`config.mk`:
```
export PLATFORM = sky130hd
export DESIGN_NAME = wiener_axis_output_stage
export DESIGN_NICKNAME = d
export VERILOG_FILES = /design/src/rtl/wiener_axis_output_stage.sv
export SDC_FILE = /design/constraint.sdc
export NUM_CORES = 1
export LEC_CHECK = 0
export BUFFER_PORTS_ARGS = -buffer_cell sky130_fd_sc_hd__buf_2
export CAP_MARGIN = 15
export CORE_UTILIZATION = 49
export DETAILED_ROUTE_END_ITERATION = 10
export PLACE_DENSITY = 0.77
export REMOVE_ABC_BUFFERS = 1
export SLEW_MARGIN = 40
export SYNTH_ARGS = -nofsm -noshare
export SYNTH_HDL_FRONTEND = slang
export SYNTH_SLANG_ARGS = --single-unit
```
`constraint.sdc`:
```
create_clock -name clk_i -period 10.45 [get_ports clk_i]
set_input_delay 1.5675 -clock clk_i [delete_from_list [all_inputs] [get_ports clk_i]]
set_output_delay 1.5675 -clock clk_i [all_outputs]
set_load 0.01 [all_outputs]
```
`src/rtl/wiener_axis_output_stage.sv`:
```
// Output stage for the Wiener filter: tags pixels with frame position, buffers them in a
// first-word-fall-through FIFO and presents them as an AXI4-Stream video master.
module wiener_axis_output_stage #(
    parameter int unsigned DATA_WIDTH = 32,
    parameter int unsigned FIFO_DEPTH = 16,
    parameter int unsigned AF_MARGIN  = 4
) (
    input  logic                  clk_i,
    input  logic                  rst_i,
    input  logic [15:0]           frame_width_i,
    input  logic [15:0]           frame_height_i,
    input  logic [DATA_WIDTH-1:0] in_data_i,
    input  logic                  in_valid_i,
    input  logic                  in_sof_i,
    output logic                  almost_full_o,
    output logic [DATA_WIDTH-1:0] m_axis_tdata_o,
    output logic                  m_axis_tvalid_o,
    input  logic                  m_axis_tready_i,
    output logic                  m_axis_tuser_o,
    output logic                  m_axis_tlast_o,
    output logic                  frame_done_o,
    output logic [15:0]           frame_count_o,
    output logic                  overflow_o,
    output logic                  sync_err_o,
    input  logic                  clear_err_i
);

    localparam int unsigned AW = $clog2(FIFO_DEPTH);
    localparam int unsigned CW = AW + 1;
    localparam int unsigned EW = DATA_WIDTH + 3;
    localparam logic [CW-1:0] FullCount = CW'(FIFO_DEPTH);
    localparam logic [CW-1:0] AfThresh  = CW'(FIFO_DEPTH - AF_MARGIN);

    typedef enum logic [0:0] {StIdle, StStream} state_e;

    state_e        state_q, state_d;
    logic [15:0]   x_q, x_d, y_q, y_d, w_q, w_d, h_q, h_d;
    logic [EW-1:0] mem_q [FIFO_DEPTH];
    logic [AW-1:0] wr_ptr_q, rd_ptr_q;
    logic [CW-1:0] count_q, count_d;
    logic          af_q, fd_q, ovf_q, serr_q;
    logic [15:0]   fc_q;

    logic          wr_req, sync_set, tag_sof, tag_eol, tag_eof;
    logic          full, empty, push, pop;
    logic [EW-1:0] head;

    // Write-side framing; a sof in StStream restarts the frame exactly as from StIdle.
    always_comb begin
        state_d  = state_q;
        x_d      = x_q;
        y_d      = y_q;
        w_d      = w_q;
        h_d      = h_q;
        wr_req   = 1'b0;
        sync_set = 1'b0;
        tag_sof  = 1'b0;
        tag_eol  = 1'b0;
        tag_eof  = 1'b0;
        if (in_valid_i) begin
            if (in_sof_i) begin
                if (state_q == StStream) sync_set = 1'b1;
                if (frame_width_i == 16'd0 || frame_height_i == 16'd0) begin
                    sync_set = 1'b1;
                    state_d  = StIdle;
                end else begin
                    w_d     = frame_width_i;
                    h_d     = frame_height_i;
                    wr_req  = 1'b1;
                    tag_sof = 1'b1;
                    tag_eol = (frame_width_i == 16'd1);
                    tag_eof = tag_eol && (frame_height_i == 16'd1);
                    x_d     = tag_eol ? 16'd0 : 16'd1;
                    y_d     = tag_eol ? 16'd1 : 16'd0;
                end
            end else if (state_q == StStream) begin
                wr_req  = 1'b1;
                tag_eol = (x_q == w_q - 16'd1);
                tag_eof = tag_eol && (y_q == h_q - 16'd1);
                x_d     = tag_eol ? 16'd0 : x_q + 16'd1;
                y_d     = tag_eol ? y_q + 16'd1 : y_q;
            end else begin
                sync_set = 1'b1;
            end
            if (wr_req) begin
                if (tag_eof) begin
                    state_d = StIdle;
                    x_d     = 16'd0;
                    y_d     = 16'd0;
                end else begin
                    state_d = StStream;
                end
            end
        end
    end

    assign full  = (count_q == FullCount);
    assign empty = (count_q == '0);
    // A write while full is dropped even if a pop frees a slot in the same cycle.
    assign push  = wr_req & ~full;
    assign pop   = ~empty & m_axis_tready_i;
    assign head  = mem_q[rd_ptr_q];

    always_comb begin
        count_d = count_q;
        if (push && !pop) begin
            count_d = count_q + CW'(1);
        end else if (!push && pop) begin
            count_d = count_q - CW'(1);
        end
    end

    always_ff @(posedge clk_i) begin
        if (push) mem_q[wr_ptr_q] <= {tag_eof, tag_eol, tag_sof, in_data_i};
    end

    always_ff @(posedge clk_i) begin
        if (rst_i) begin
            state_q  <= StIdle;
            x_q      <= '0;
            y_q      <= '0;
            w_q      <= '0;
            h_q      <= '0;
            wr_ptr_q <= '0;
            rd_ptr_q <= '0;
            count_q  <= '0;
            af_q     <= 1'b0;
            fd_q     <= 1'b0;
            fc_q     <= '0;
            ovf_q    <= 1'b0;
            serr_q   <= 1'b0;
        end else begin
            state_q <= state_d;
            x_q     <= x_d;
            y_q     <= y_d;
            w_q     <= w_d;
            h_q     <= h_d;
            count_q <= count_d;
            if (push) wr_ptr_q <= wr_ptr_q + AW'(1);
            if (pop) rd_ptr_q <= rd_ptr_q + AW'(1);
            af_q <= (count_q >= AfThresh);
            fd_q <= pop & head[EW-1];
            if (pop && head[EW-1]) fc_q <= fc_q + 16'd1;
            // New error events win over a simultaneous clear.
            if (wr_req && full) begin
                ovf_q <= 1'b1;
            end else if (clear_err_i) begin
                ovf_q <= 1'b0;
            end
            if (sync_set) begin
                serr_q <= 1'b1;
            end else if (clear_err_i) begin
                serr_q <= 1'b0;
            end
        end
    end

    assign m_axis_tvalid_o = ~empty;
    assign m_axis_tdata_o  = empty ? '0 : head[DATA_WIDTH-1:0];
    assign m_axis_tuser_o  = ~empty & head[DATA_WIDTH];
    assign m_axis_tlast_o  = ~empty & head[DATA_WIDTH+1];
    assign almost_full_o   = af_q;
    assign frame_done_o    = fd_q;
    assign frame_count_o   = fc_q;
    assign overflow_o      = ovf_q;
    assign sync_err_o      = serr_q;

endmodule

```
* Yosys cells after proc, flatten, opt, wreduce, memory -nomap -nowiden
Memory sizes are Yosys's and may differ from the RTL's. A register that Yosys moved wholly into a read port is not among the register bits.
Index checks and enable logic that the tools add are counted.
** Storage, ports and cells
- RAM bits :: 560
- Bits in read-only memories :: 0
- Register bits after elaboration :: 98
- Output and inout port bits :: 55
- Bits in latches :: 0
- Memories :: 1
** Memories
- mem_q :: depth 16, width 35, rd ports 1, clocked after memory_dff 1, write ports 1, RTL line 38 : logic [EW-1:0] mem_q [FIFO_DEPTH];
** Cells by class
- Bitwise operators :: 8
- Reduce and logical (&&, ||, !) cells :: 19
- Mux-type cells :: 48
- Order comparisons :: 1
- Add/subtract/negate cells :: 9
- Multipliers :: 0
- Div/mod/pow operators :: 0
- Equal/unequal tests :: 5
- Shifts and indexed selects :: 0
** Operator list (count)
- 2-to-1 mux 16 bit :: 12
- adder 16 x 1 -> 16 bit (second input constant) :: 3
- == test 16 x 1 -> 1 bit (second input constant) :: 2
- == test 16 bit :: 2
- logical NOT 16 bit :: 2
- 2-to-1 mux 32 bit :: 1
- subtractor 16 x 1 -> 16 bit (second input constant) :: 2
- 2-to-1 mux 1 bit :: 31
- 2-to-1 mux 5 bit :: 2
- nonzero test 2 bit :: 5
- adder 4 x 1 -> 4 bit (second input constant) :: 2
- 2-to-1 mux 4 bit :: 2
- logical AND 1 bit :: 6
- AND reduction 3 bit :: 2
- adder 5 x 1 -> 5 bit (second input constant) :: 1
- bitwise AND 1 bit :: 5
- == test 5 bit (second input constant) :: 1
- greater-or-equal comparator 5 x 4 -> 1 bit (second input constant) :: 1
- logical NOT 5 bit :: 1
- subtractor 5 x 1 -> 5 bit (second input constant) :: 1
- inverter 1 bit :: 3
- logical NOT 1 bit :: 2
- logical OR 1 bit :: 1

* Longest topological paths before layout
Gate-level depths: netlist (run 1).
- Depth after elaboration :: 11
- Gate-level depth with buffers :: 15
- Mapped depth without buffers :: 15

* Least setup slack after synthesis (run 1)
OpenSTA, ideal clock, no wires.
- Path type :: input to register
- Start :: input port frame_width_i[2]
- End :: memory mem_q[3][0] in the netlist's numbering, enable pin
- Arrival :: 5632 ps
- Path slack :: 4347 ps
- Cell stages on the path :: 8
- Path through :: or4_1 nor3_1 nand4_1 o22ai_1 or2_2 a221oi_1 nand2_1 nor3_1
** On the way
- Word-level cells in the longest chain between the ends :: 9
** Ends and longest elaborated chain
- start: declaration :: RTL line 10 : input logic [15:0] frame_width_i,
- logical NOT 16 bit :: RTL line 63 : if (frame_width_i == 16'd0 || frame_height_i == 16'd0) begin
- logical OR 1 bit :: RTL line 63
- 2-to-1 mux 1 bit :: RTL line 63
- 2-to-1 mux 1 bit :: RTL line 61 : if (in_sof_i) begin
- 2-to-1 mux 1 bit (2 in a row) :: RTL line 60 : if (in_valid_i) begin
- bitwise AND 1 bit :: RTL line 100 : assign push = wr_req & ~full;
- net push :: RTL line 45 : logic full, empty, push, pop;
- 2-to-1 mux 1 bit :: RTL line 114 : if (push) mem_q[wr_ptr_q] <= {tag_eof, tag_eol, tag_sof, in_data_i};
- 2-to-1 mux 1 bit (implied by the code) :: RTL line 114
- end: declaration :: RTL line 38
The timed path passes the listed nets, and every way through them passes these cells. The select of a mux whose other input is x is not followed.

==> key figures, run 1 <==
Detailed routing
  • Via/cell ratio: 6.16
  • Final WL: 62700 µm
  • DRC viols: 0
  • Detailed Route Iter0 Violations: 1628
  • Routed Antenna Nets: 0
  • Routed WL per cell: 25.1 µm
  • 1st-pass router iterations: 5
  • Via count: 15.4k

Timing
  • Fmax: 172 MHz
  • Tcrit/Tclk final: 0.555
  • Final Critical Period: a little under 6000 ps
  • Unrepaired setup endpoints after global routing: no
  • Final Hold Vio Count: 0
  • Slew HR: 0.433
  • Setup TNS: 0 ps
  • Worst-Margin Slew: 850 ps
  • Final setup vio count: 0
  • Clock skew: around 21 ps
  • Final Max Tran Viols: 0

Cells and area
  • Filler instances: 3994
  • Post-route cell area: about 0.031 mm²
  • Most frequent cells in the layout: edfxtp_1, mux4_2, buf_2
  • Utilization after layout: 0.569
  • Layout cells sized above 1: 0.254
  • Most common cell after layout, fill and taps aside: edfxtp_1
  • Syn-to-layout area delta: 13.8%
  • Fin nets: 1834

Yosys
  • Ys async rst share: 0
  • Most used flip-flop cell after synthesis: edfxtp_1
  • Post-Synthesis Cells: ~1.6k
  • Post-synthesis mux area share: 0.150
  • Post-synthesis compound-gate area fraction: 0.0383
  • Post-Syn Area: between 0.02 and 0.03 mm²
  • XOR/XNOR Fraction of Synth Area: 0.0187
  • Sequential share of the synthesized area: 0.695
  • Syn_area_per_cell: about 17 µm²
  • Post-synth cell types: 68
  • Synth warnings: 0
  • Largest family of logic cells by synthesized area: multiplexers
  • Post-synth EDFFs: 560
  • Simple-gate share of the synthesized area: 0.0759
  • Post-Synth Adder-Cell Area: 0.00719
  • Post-synthesis register bit count: 662

Power
  • PwrDens: 213 mW/mm²
  • Sw Pwr: 1.69 mW
  • Internal power: 4.89 mW
  • Max VDD drop: 0.159 mV
  • Clock power share: 0.360
  • Sw Ratio: 0.257
  • Comb pwr share: 0.188
  • Leak: 9.94 nW
  • Sequential Power Share: 0.453

Placement
  • Routability cong.: 0.860
  • Hpwl dp: 34000 µm
  • # port buffers: 124
  • DP Area: 0.0287 mm²

Clock network
  • Number of CTS-inserted buffers: 67
  • Clock buffer depth: 3
  • Post-CTS Setup Inserts: 0
  • Clock sinks: 662
  • Worst-Skew Late Latency: 620 ps
  • CTS tree: built
  • Clock slew at reported path FFs: 60 ps
  • Cts hold-fix bufs: 0
  • CTS Root Cell: clkbuf_16
  • H-tree depth: 3
  • Post-cts gate resize count: 0

Job
  • Max-cap violations: 0

Floorplan
  • Row count: 85
  • Die Wd: about 240 µm
  • Die extent in y: 237 µm
  • DIE AREA: between 0.05 and 0.06 mm²
  • Initial Util: 0.500
  • Core region area: 0.0542 mm²
  • Ports: 125

Setup path
  • Worst setup SP type: flop
  • Worst EP required: about 8900 ps
  • CP Capture Type: output pin
  • CP cell instances: buf_4 -> buf_4 -> mux4_2 -> mux4_2 -> and2_1 -> buf_2
  • CP arrival: 4230 ps
  • Crit Path Max Fanout: 53
  • Worst path slowest cell: buf_4
  • Critical path class: flop to output pin
  • Crit path largest cell delay: 760 ps

Global routing
  • Largest net degree at the start of global routing: slightly below 80
  • Total GRT Usage: 0.225
  • Initial antenna violation count: 7
  • First-pass GRT wire length: 93700 µm
  • Overflow after GRT: 0
  • Vias in the first global route: 15.4k

Min path
  • Worst hold path class: flop to flop

Status
  • Run status: finished, final reports clean
-- cell families (layout without fill, tap and decap cells) --
kind of cell / after synthesis / count (layout)
compound gates: 172 / 172
flops: 662 / 662
simple gates: 407 / 407
fa+ha+maj: 15 / 15
mux: 187 / 187
buf+inv: 109 / 301
other cells: 0 / 2
xor+xnor: 58 / 58
-- cell type report --
class | instances | area, µm² | share of cell area
Clock inverter | 37 | 370 | 0.0120
Tap cell | 696 | 871 | 0.0282
Sequential cell | 662 | 18900 | 0.611
Inverter | 26 | 97.6 | 0.00316
Multi-Input combinational cell | 839 | 7990 | 0.259
Clock buffer | 85 | 1790 | 0.0578
Timing Repair Buffer | 153 | 883 | 0.0286
Antenna cell | 2 | 5.00 | 0.000162
-- power groups by stage --
stage | Clock [mW] | Sequential [mW] | Combinational [mW]
floorplan | 0 | 3.14 | 0.882
global placement | 0 | 3.03 | 1.20
detailed placement | 0 | 3.04 | 1.24
CTS | 2.41 | 2.98 | 1.26
global route | 2.51 | 2.99 | 1.33
finish | 2.37 | 2.98 | 1.24
-- routing by layer --
| layer | track usage | part of all wire |
|---|---|---|
| met5 | 0 | 0.00059 |
| met4 | 0.0831 | 0.030 |
| met3 | 0.0376 | 0.068 |
| met2 | 0.384 | 0.51 |
| met1 | 0.291 | 0.39 |
-- cells in the mapped netlist, types with 14 or more instances --
cell type,number,share of area
nand2_1,119,0.016
xnor2_1,34,0.011
nor3_1,30,0.0055
o21ai_0,30,0.0055
buf_1,15,0.0021
ha_1,14,0.0065
mux4_2,175,0.15
inv_1,24,0.0033
clkbuf_1,66,0.0091
nor2_1,93,0.013
xor2_1,24,0.0077
and3_1,19,0.0044
nand3_1,21,0.0039
nor4_1,16,0.0037
edfxtp_1,560,0.62
and2_1,39,0.0090
dfxtp_1,102,0.075
a21oi_1,80,0.015
-- final timing paths --
| check | start | to | slack (ps) | depth (start not counted) |
|---|---|---|---|---|
| worst min-delay path | sync_err_o | sync_err_o | 470 | 2 |
| worst min register to register | sync_err_o | sync_err_o | 470 | 2 |
| worst max-delay path | flop | m_axis_tdata_o[20] | 4650 | 6 |
| worst max register to register | h_q[0] | x_q[8] | 6110 | 11 |
-- registers in the layout, indices dropped and copies added (netlist names), named ones only --
signal and cells:
mem_q 560, frame_count_o 16, h_q 16, w_q 16
x_q 16, y_q 16, count_q 5, rd_ptr_q 4
wr_ptr_q 4, almost_full_o 1, frame_done_o 1, overflow_o 1
state_q 1, sync_err_o 1
-- worst max-delay path, delay by kind of cell (launching register included) --
family | cells | cell delay, ps
simple gates | 1 | 200
flops | 1 | 710
mux | 2 | 980
buf+inv | 3 | 1610
-- through the flow --
stage          power, mW  setup WS (ps)  hold WS (ps)  instances
6_report            6.58           4650           469       2500
5_1_grt             6.82           4530           474       2498
4_1_cts             6.64           4630           471       2498
3_5_place_dp        4.27           5320           462       2376
3_3_place_gp        4.24           5190           447       2374
2_1_floorplan       4.02           1800           442       1527
No activity file was read; power rests on OpenSTA's default activity.
==> run 2, diff against run 1 <==
--- a/config.mk
+++ b/config.mk
@@ -9,7 +9,7 @@
 export CAP_MARGIN = 15
 export CORE_UTILIZATION = 49
 export DETAILED_ROUTE_END_ITERATION = 10
-export PLACE_DENSITY = 0.77
+export PLACE_DENSITY = 0.79
 export REMOVE_ABC_BUFFERS = 1
 export SLEW_MARGIN = 40
 export SYNTH_ARGS = -nofsm -noshare
==> constraint.sdc (replaced) <==
create_clock -name clk_i -period 4.9 [get_ports clk_i]
set_input_delay 0.735 -clock clk_i [delete_from_list [all_inputs] [get_ports clk_i]]
set_output_delay 0.735 -clock clk_i [all_outputs]
set_load 0.01 [all_outputs]
==> run 2 against run 1 <==
  * Clock skew rose by 11 ps
  * Register-to-register slack worse by 5300 ps
  * Via count rose by 1.5%
  * Routed wire length grew 3.3%
  * Combinational power increased by 110%
  * Final cell count hardly changed
  * Total power is 120% higher
  * Clock-buffer cell count fell by 7
  * Critical path type is now flop to flop
  * Largest power group unchanged
==> key figures, run 2 (synthesis results as in run 1) <==
Status
  • Run status: finished, final reports clean

Job
  • Max-cap violations: 0 (unchanged)

Clock network
  • Cts hold-fix bufs: 0 (unchanged)
  • CTS tree: built
  • Worst-Skew Late Latency: 630 ps (about the same)
  • Clock slew at reported path FFs: 60 ps (about the same)
  • Number of CTS-inserted buffers: 67 (unchanged)
  • CTS Root Cell: clkbuf_16
  • Clock buffer depth: 3 (unchanged)
  • H-tree depth: 3 (unchanged)
  • Post-CTS Setup Inserts: 0 (unchanged)
  • Clock sinks: 662 (unchanged)
  • Post-cts gate resize count: 0 (unchanged)

Global routing
  • First-pass GRT wire length: 97400 µm (+3.9%)
  • Overflow after GRT: 0 (unchanged)
  • Total GRT Usage: 0.233 (+0.00826)
  • Initial antenna violation count: 4 (-3)
  • Largest net degree at the start of global routing: 56 (-27%)
  • Vias in the first global route: 15.6k (+0.99%)

Setup path
  • CP Capture Type: flop
  • Crit Path Max Fanout: 19 (-64%)
  • Critical path class: flop to flop
  • CP arrival: 4540 ps (+310 ps)
  • Crit path launch: h_q[0]
  • RR Startpoint: h_q[0]
  • Worst setup SP type: flop
  • Worst EP required: 5360 ps (-3520 ps)
  • Worst path slowest cell: and2_1
  • Crit path largest cell delay: 630 ps (-130 ps)
  • CP cell instances: inv_1 -> ha_1 -> or4b_1 -> o21a_1 -> a211o_1 -> or4_1 -> a2111o_1 -> o32ai_1 -> a211o_1 -> and2_1 -> nor2_1
  • Most used cell, CP: a211o_1

Power
  • Max VDD drop: 0.272 mV (+71%)
  • Leak: 10.0 nW (+0.73%)
  • PwrDens: 458 mW/mm² (+110%)

Timing
  • Worst-Margin Slew: 834 ps (-16.4 ps)
  • Fmax: 245 MHz
  • Tcrit/Tclk final: 0.832
  • Setup TNS: 0 ps (unchanged)
  • Final Max Tran Viols: 0 (unchanged)
  • Unrepaired setup endpoints after global routing: no
  • Hold slack: 355 ps (-114 ps)
  • Final Critical Period: 4080 ps
  • Clock skew: 32.4 ps (+11.2 ps)
  • Final setup vio count: 0 (unchanged)
  • Slew HR: 0.441 (+0.00756)
  • Final Hold Vio Count: 0 (unchanged)

Detailed routing
  • DRC viols: 0 (unchanged)
  • Detailed Route Iter0 Violations: 1641 (+0.80%)
  • Routed WL per cell: 25.9 µm (+3.2%)
  • Via/cell ratio: 6.25 (+1.4%)
  • Final WL: 64800 µm (+3.3%)
  • 1st-pass router iterations: 5 (unchanged)
  • Via count: 15.6k (+1.5%)
  • Routed Antenna Nets: 0 (unchanged)

Placement
  • Routability cong.: 0.876 (+1.8%)
  • # port buffers: 124 (unchanged)
  • Hpwl dp: 34900 µm (+2.9%)

Min path
  • Hold Startpoint: frame_height_i[14]
  • Worst hold path class: input port to flop

Cells and area
  • Most frequent cells in the layout: edfxtp_1, mux4_2, buf_2
  • Most flops, register: mem_q
  • Max FFs per register: 560 (unchanged)
  • Fin nets: 1840 (+0.33%)
  • Filler instances: 3931 (-1.6%)
  • Layout cells sized above 1: 0.262 (+0.00803)
  • Most common cell after layout, fill and taps aside: edfxtp_1
  • Syn-to-layout area delta: 14.2%

Floorplan
  • Row count: 85 (unchanged)
  • Initial Util: 0.500 (unchanged)
  • Core region area: 0.0542 mm² (unchanged)
  • Die Wd: 237 µm (unchanged)
  • DIE AREA: 0.0563 mm² (unchanged)
  • Ports: 125 (unchanged)
  • Die extent in y: 237 µm (unchanged)
## run 2: changes by cell type in the layout (fill, tap and decap cells not counted), moves of 2 or more
cell | before | now
clkbuf_1 | 15 | 8
buf_4 | 26 | 30
buf_12 | 2 | 5
clkinv_1 | 18 | 11
inv_16 | 2 | 4
inv_6 | 3 | 1
clkinv_2 | 8 | 16
## run 2: final cells by class
type | count | area [µm²] | share of cell area
antenna | 2 | 5.00 | 0.000161
clock buffer | 78 | 1750 | 0.0564
clock inverter | 40 | 463 | 0.0149
inverter | 26 | 97.6 | 0.00315
multi-input combinational | 839 | 7990 | 0.258
sequential | 662 | 18900 | 0.609
tap | 696 | 871 | 0.0281
timing repair buffer | 159 | 946 | 0.0305
## run 2: worst paths after layout
check | endpoint | slack (ps) | depth (start not counted)
max reg2reg | x_q[13] | 820 | 11
min | h_q[14] | 360 | 3
min reg2reg | sync_err_o | 460 | 2
max | x_q[13] | 820 | 11
## run 2: stage by stage
step                utilization  area (µm²)  worst slack (ps)  total power [mW]  cells
global route              0.571       31000               587              14.7   2501
finish                    0.571       31000               821              14.2   2502
CTS                       0.571       31000               843              14.3   2500
detailed placement        0.530       28800               686              9.13   2382
floorplan                     -       26800             -2990              8.58   1527
global placement          0.530       28800               790              9.07   2382
## run 2: power by group
part           internal (mW)  switching, mW
clock network           2.93           2.24
logic                   1.37           1.27
registers               6.21          0.185
## run 2: worst max-delay path, delay by kind of cell, from the launching register on
family / cells / cell delay, ps
buffers and inverters: 1 / 80
adders and majority gates: 1 / 360
and+or+nand+nor: 4 / 1720
DFF: 1 / 370
AOI/OAI and AO/OA: 5 / 1390
## run 2: routing by layer
| metal | track usage | vias to the layer above | share of wire |
|---|---|---|---|
| li1 | - | 6667 | - |
| met1 | 0.312 | 8061 | 0.39 |
| met2 | 0.393 | 781 | 0.51 |
| met3 | 0.0387 | 121 | 0.081 |
| met4 | 0.0729 | 0 | 0.025 |
| met5 | 0 | - | 0 |
==> run 3, diff against run 2 <==
--- a/config.mk
+++ b/config.mk
@@ -5,6 +5,7 @@
 export SDC_FILE = /design/constraint.sdc
 export NUM_CORES = 1
 export LEC_CHECK = 0
+export ABC_AREA = 1
 export BUFFER_PORTS_ARGS = -buffer_cell sky130_fd_sc_hd__buf_2
 export CAP_MARGIN = 15
 export CORE_UTILIZATION = 49
==> constraint.sdc (replaced) <==
create_clock -name clk_i -period 3.5 [get_ports clk_i]
set_input_delay 0.525 -clock clk_i [delete_from_list [all_inputs] [get_ports clk_i]]
set_output_delay 0.525 -clock clk_i [all_outputs]
set_load 0.01 [all_outputs]
==> run 3 against run 2 <==
  * Core utilization grew 0.22 points
  * Total power grew 49%
  * Critical path depth shrank 5
  * Routed wire length grew 20%
  * Sequential share of layout area shrank 3.9 points
  * Clock power grew 45%
  * Clock skew grew 14 ps
  * Largest cell class unchanged
  * Largest power group unchanged
  * Highest routed layer is now met5
==> key figures, run 3 <==
Setup path
  • Critical path class: flop to output pin
  • Worst path slowest cell: clkinv_1
  • CP arrival: 2880 ps (-1660 ps)
  • CP delay by family, top: buffers and inverters
  • CP Capture Type: output pin
  • Worst setup SP type: flop
  • Crit path largest cell delay: 630 ps (about the same)
  • CP cell instances: nor4_1 -> nand2_1 -> clkinv_1 -> buf_4 -> a21oi_1 -> buf_2
  • Buffers & Inverters on Critical Path: 3 (+2)
  • Crit Path Max Fanout: 14 (-5)
  • Worst EP required: 2970 ps (-2390 ps)

Timing
  • Tcrit/Tclk final: 0.972
  • Final Max Tran Viols: 0 (unchanged)
  • Final Critical Period: 3400 ps
  • Fmax: just under 300 MHz
  • Final Hold Vio Count: 0 (unchanged)
  • Final setup vio count: 0 (unchanged)
  • Slew HR: 0.482 (+0.0416)
  • Unrepaired setup endpoints after global routing: yes
  • Setup TNS: 0 ps (unchanged)
  • Clock skew: 46.8 ps (+14.4 ps)
  • Worst-Margin Slew: 772 ps (-62.2 ps)
  • Post-route setup slack: 97.6 ps (-723 ps)

Yosys
  • Post-Syn Area: 0.0287 mm² (+5.6%)
  • Sequential share of the synthesized area: 0.658 (-0.0370)
  • Ys async rst share: 0 (unchanged)
  • Synth warnings: 0 (unchanged)
  • Most used flip-flop cell after synthesis: edfxtp_1
  • Post-synthesis compound-gate area fraction: 0.131 (+0.0924)
  • Post-synth cell types: 53 (-22%)
  • Post-synth EDFFs: 560 (unchanged)
  • Post-Synth Adder-Cell Area: 0.00681 (-0.000383)
  • Cell accounting for the most synthesized area: edfxtp_1
  • Area contributors post-synth: edfxtp_1, dfxtp_1, o21ai_0
  • Largest family of logic cells by synthesized area: simple AND/OR/NAND/NOR gates
  • Post-synthesis mux area share: 0 (-0.150)
  • Simple-gate share of the synthesized area: 0.153 (+0.0772)
  • XOR/XNOR Fraction of Synth Area: 0.0121 (-0.00663)
  • Count leader, synth: edfxtp_1
  • Post-synth top cells: edfxtp_1, nor2_1, o21ai_0
  • Post-Synthesis Cells: 2656 (+65%)
  • Share of the synthesized area in the top cell type: 0.587 (-0.0330)
  • Post-synthesis register bit count: 662 (unchanged)
  • Syn_area_per_cell: 10.8 µm² (-36%)

Clock network
  • Clock slew at reported path FFs: 60 ps (about the same)
  • Clock sinks: 662 (unchanged)
  • Number of CTS-inserted buffers: 69 (+3.0%)
  • Worst-Skew Late Latency: 630 ps (about the same)
  • Cts hold-fix bufs: 0 (unchanged)
  • CTS tree: built
  • H-tree depth: 3 (unchanged)
  • Clock buffer depth: 3 (unchanged)
  • CTS Root Cell: clkbuf_16

Placement
  • # port buffers: 124 (unchanged)
  • Worst slack, placed: -251 ps (-937 ps)
  • Hpwl dp: 46800 µm (+34%)
  • Routability cong.: 0.906 (+3.4%)

Detailed routing
  • Routed Antenna Nets: 0 (unchanged)
  • Via/cell ratio: 6.06 (-3.0%)
  • Detailed Route Iter0 Violations: 2420 (+47%)
  • Via count: 21.8k (+40%)
  • Final WL: 77900 µm (+20%)
  • DRC viols: 0 (unchanged)
  • Routed WL per cell: 21.6 µm (-16%)
  • 1st-pass router iterations: 7 (+2)

Cells and area
  • Fin nets: 2868 (+56%)
  • Layout cells sized above 1: 0.140 (-0.122)
  • Most common cell after layout, fill and taps aside: edfxtp_1
  • Most frequent cells in the layout: edfxtp_1, nor2_1, o21ai_0
  • Syn-to-layout area delta: 15.5%
  • Most flops, register: mem_q
  • Max FFs per register: 560 (unchanged)

Power
  • Internal power: 14.6 mW (+39%)
  • Sw Ratio: 0.312 (+0.0521)
  • Comb pwr share: 0.227 (+0.041)
  • Leak: 11.6 nW (+16%)
  • Clock power share: 0.353 (-0.011)
  • Sw Pwr: 6.63 mW (+79%)
  • Max VDD drop: 0.472 mV (+74%)
  • PwrDens: 641 mW/mm² (+40%)
  • Sequential Power Share: 0.420 (-0.030)

Floorplan
  • Ports: 125 (unchanged)
  • Die Wd: 244 µm (+2.8%)
  • Row count: 88 (+3.5%)
  • Core region area: 0.0577 mm² (+6.4%)
  • Initial Util: 0.497 (-0.00348)
  • DIE AREA: 0.0595 mm² (+5.6%)
  • Die extent in y: 244 µm (+2.8%)

Global routing
  • Overflow after GRT: 0 (unchanged)
  • Initial antenna violation count: 4 (unchanged)
  • Total GRT Usage: 0.258 (+0.0244)
  • Vias in the first global route: 21.5k (+38%)
  • Largest net degree at the start of global routing: 135 (+140%)
  • First-pass GRT wire length: 120000 µm (+23%)

Status
  • Run status: finished, final reports clean

Min path
  • Worst hold path class: input port to flop

Job
  • Max-cap violations: 0 (unchanged)
run 3: final cells by class:
| class | instances | area (µm²) |
|---|---|---|
| timing repair buffer | 208 | 1600 |
| inverter | 138 | 529 |
| sequential | 662 | 18900 |
| fill | 4542 | 24600 |
| clock inverter | 41 | 493 |
| clock buffer | 83 | 1850 |
| tap | 765 | 957 |
| antenna | 1 | 2.50 |
| multi-input combinational | 1704 | 8790 |
run 3: what timing repair did:
action,4_1_cts,5_1_grt
gates resized for setup,1,4
buffers inserted,0,1
gates cloned,1,1
endpoints found under the setup margin,1,8
run 3: path summary, 6_finish.rpt:
| check | slack [ps] | from | end | depth (start not counted) |
|---|---|---|---|---|
| min reg2reg | 470 | overflow_o | overflow_o | 2 |
| max | 100 | count_q[3] | m_axis_tdata_o[17] | 6 |
| min | 170 | frame_height_i[15] | h_q[15] | 3 |
| max reg2reg | 550 | flop | frame_count_o[12] | 12 |
run 3: routing by layer:
metal / vias up / share of wire / wire (µm) / track usage
met3: 190 / 0.092 / 7140 / 0.0441
met4: 4 / 0.033 / 2610 / 0.0987
met2: 1241 / 0.50 / 39000 / 0.443
met5: - / 0.00033 / 26 / 0
met1: 10566 / 0.37 / 29200 / 0.325
li1: 9822 / - / - / -
run 3: logic make-up after synthesis:
family | after synthesis
and+or+nand+nor | 1006
DFF | 662
AOI/OAI and AO/OA | 645
buffers and inverters | 290
xor gates and xnor gates | 38
adders and majority gates | 15
run 3: tightest hold or removal path, stage by stage:
cell and delay, ps:
buf_2 100, nor2_1 40, nor2_1 80
run 3: power by group through the flow:
stage          registers, mW  logic, mW  clock network, mW
6_report                8.91       4.82               7.48
5_1_grt                 8.93       5.25               7.86
4_1_cts                 8.92       4.67               7.56
3_5_place_dp            9.08       4.55                  0
3_3_place_gp            9.08       4.36                  0
2_1_floorplan           9.22       2.61                  0
run 3: metrics by stage:
step / area (µm²) / power (mW) / util / hold WS, ps / std cells
after global placement: 30400 / 13.4 / 0.527 / 452 / 3463
final: 33100 / 21.2 / 0.574 / 169 / 3602
after global routing: 33100 / 22.0 / 0.574 / 167 / 3601
after CTS: 33000 / 21.2 / 0.572 / 153 / 3599
after floorplan: 28100 / 11.8 / - / 426 / 2504
after detailed placement: 30600 / 13.6 / 0.531 / 453 / 3474
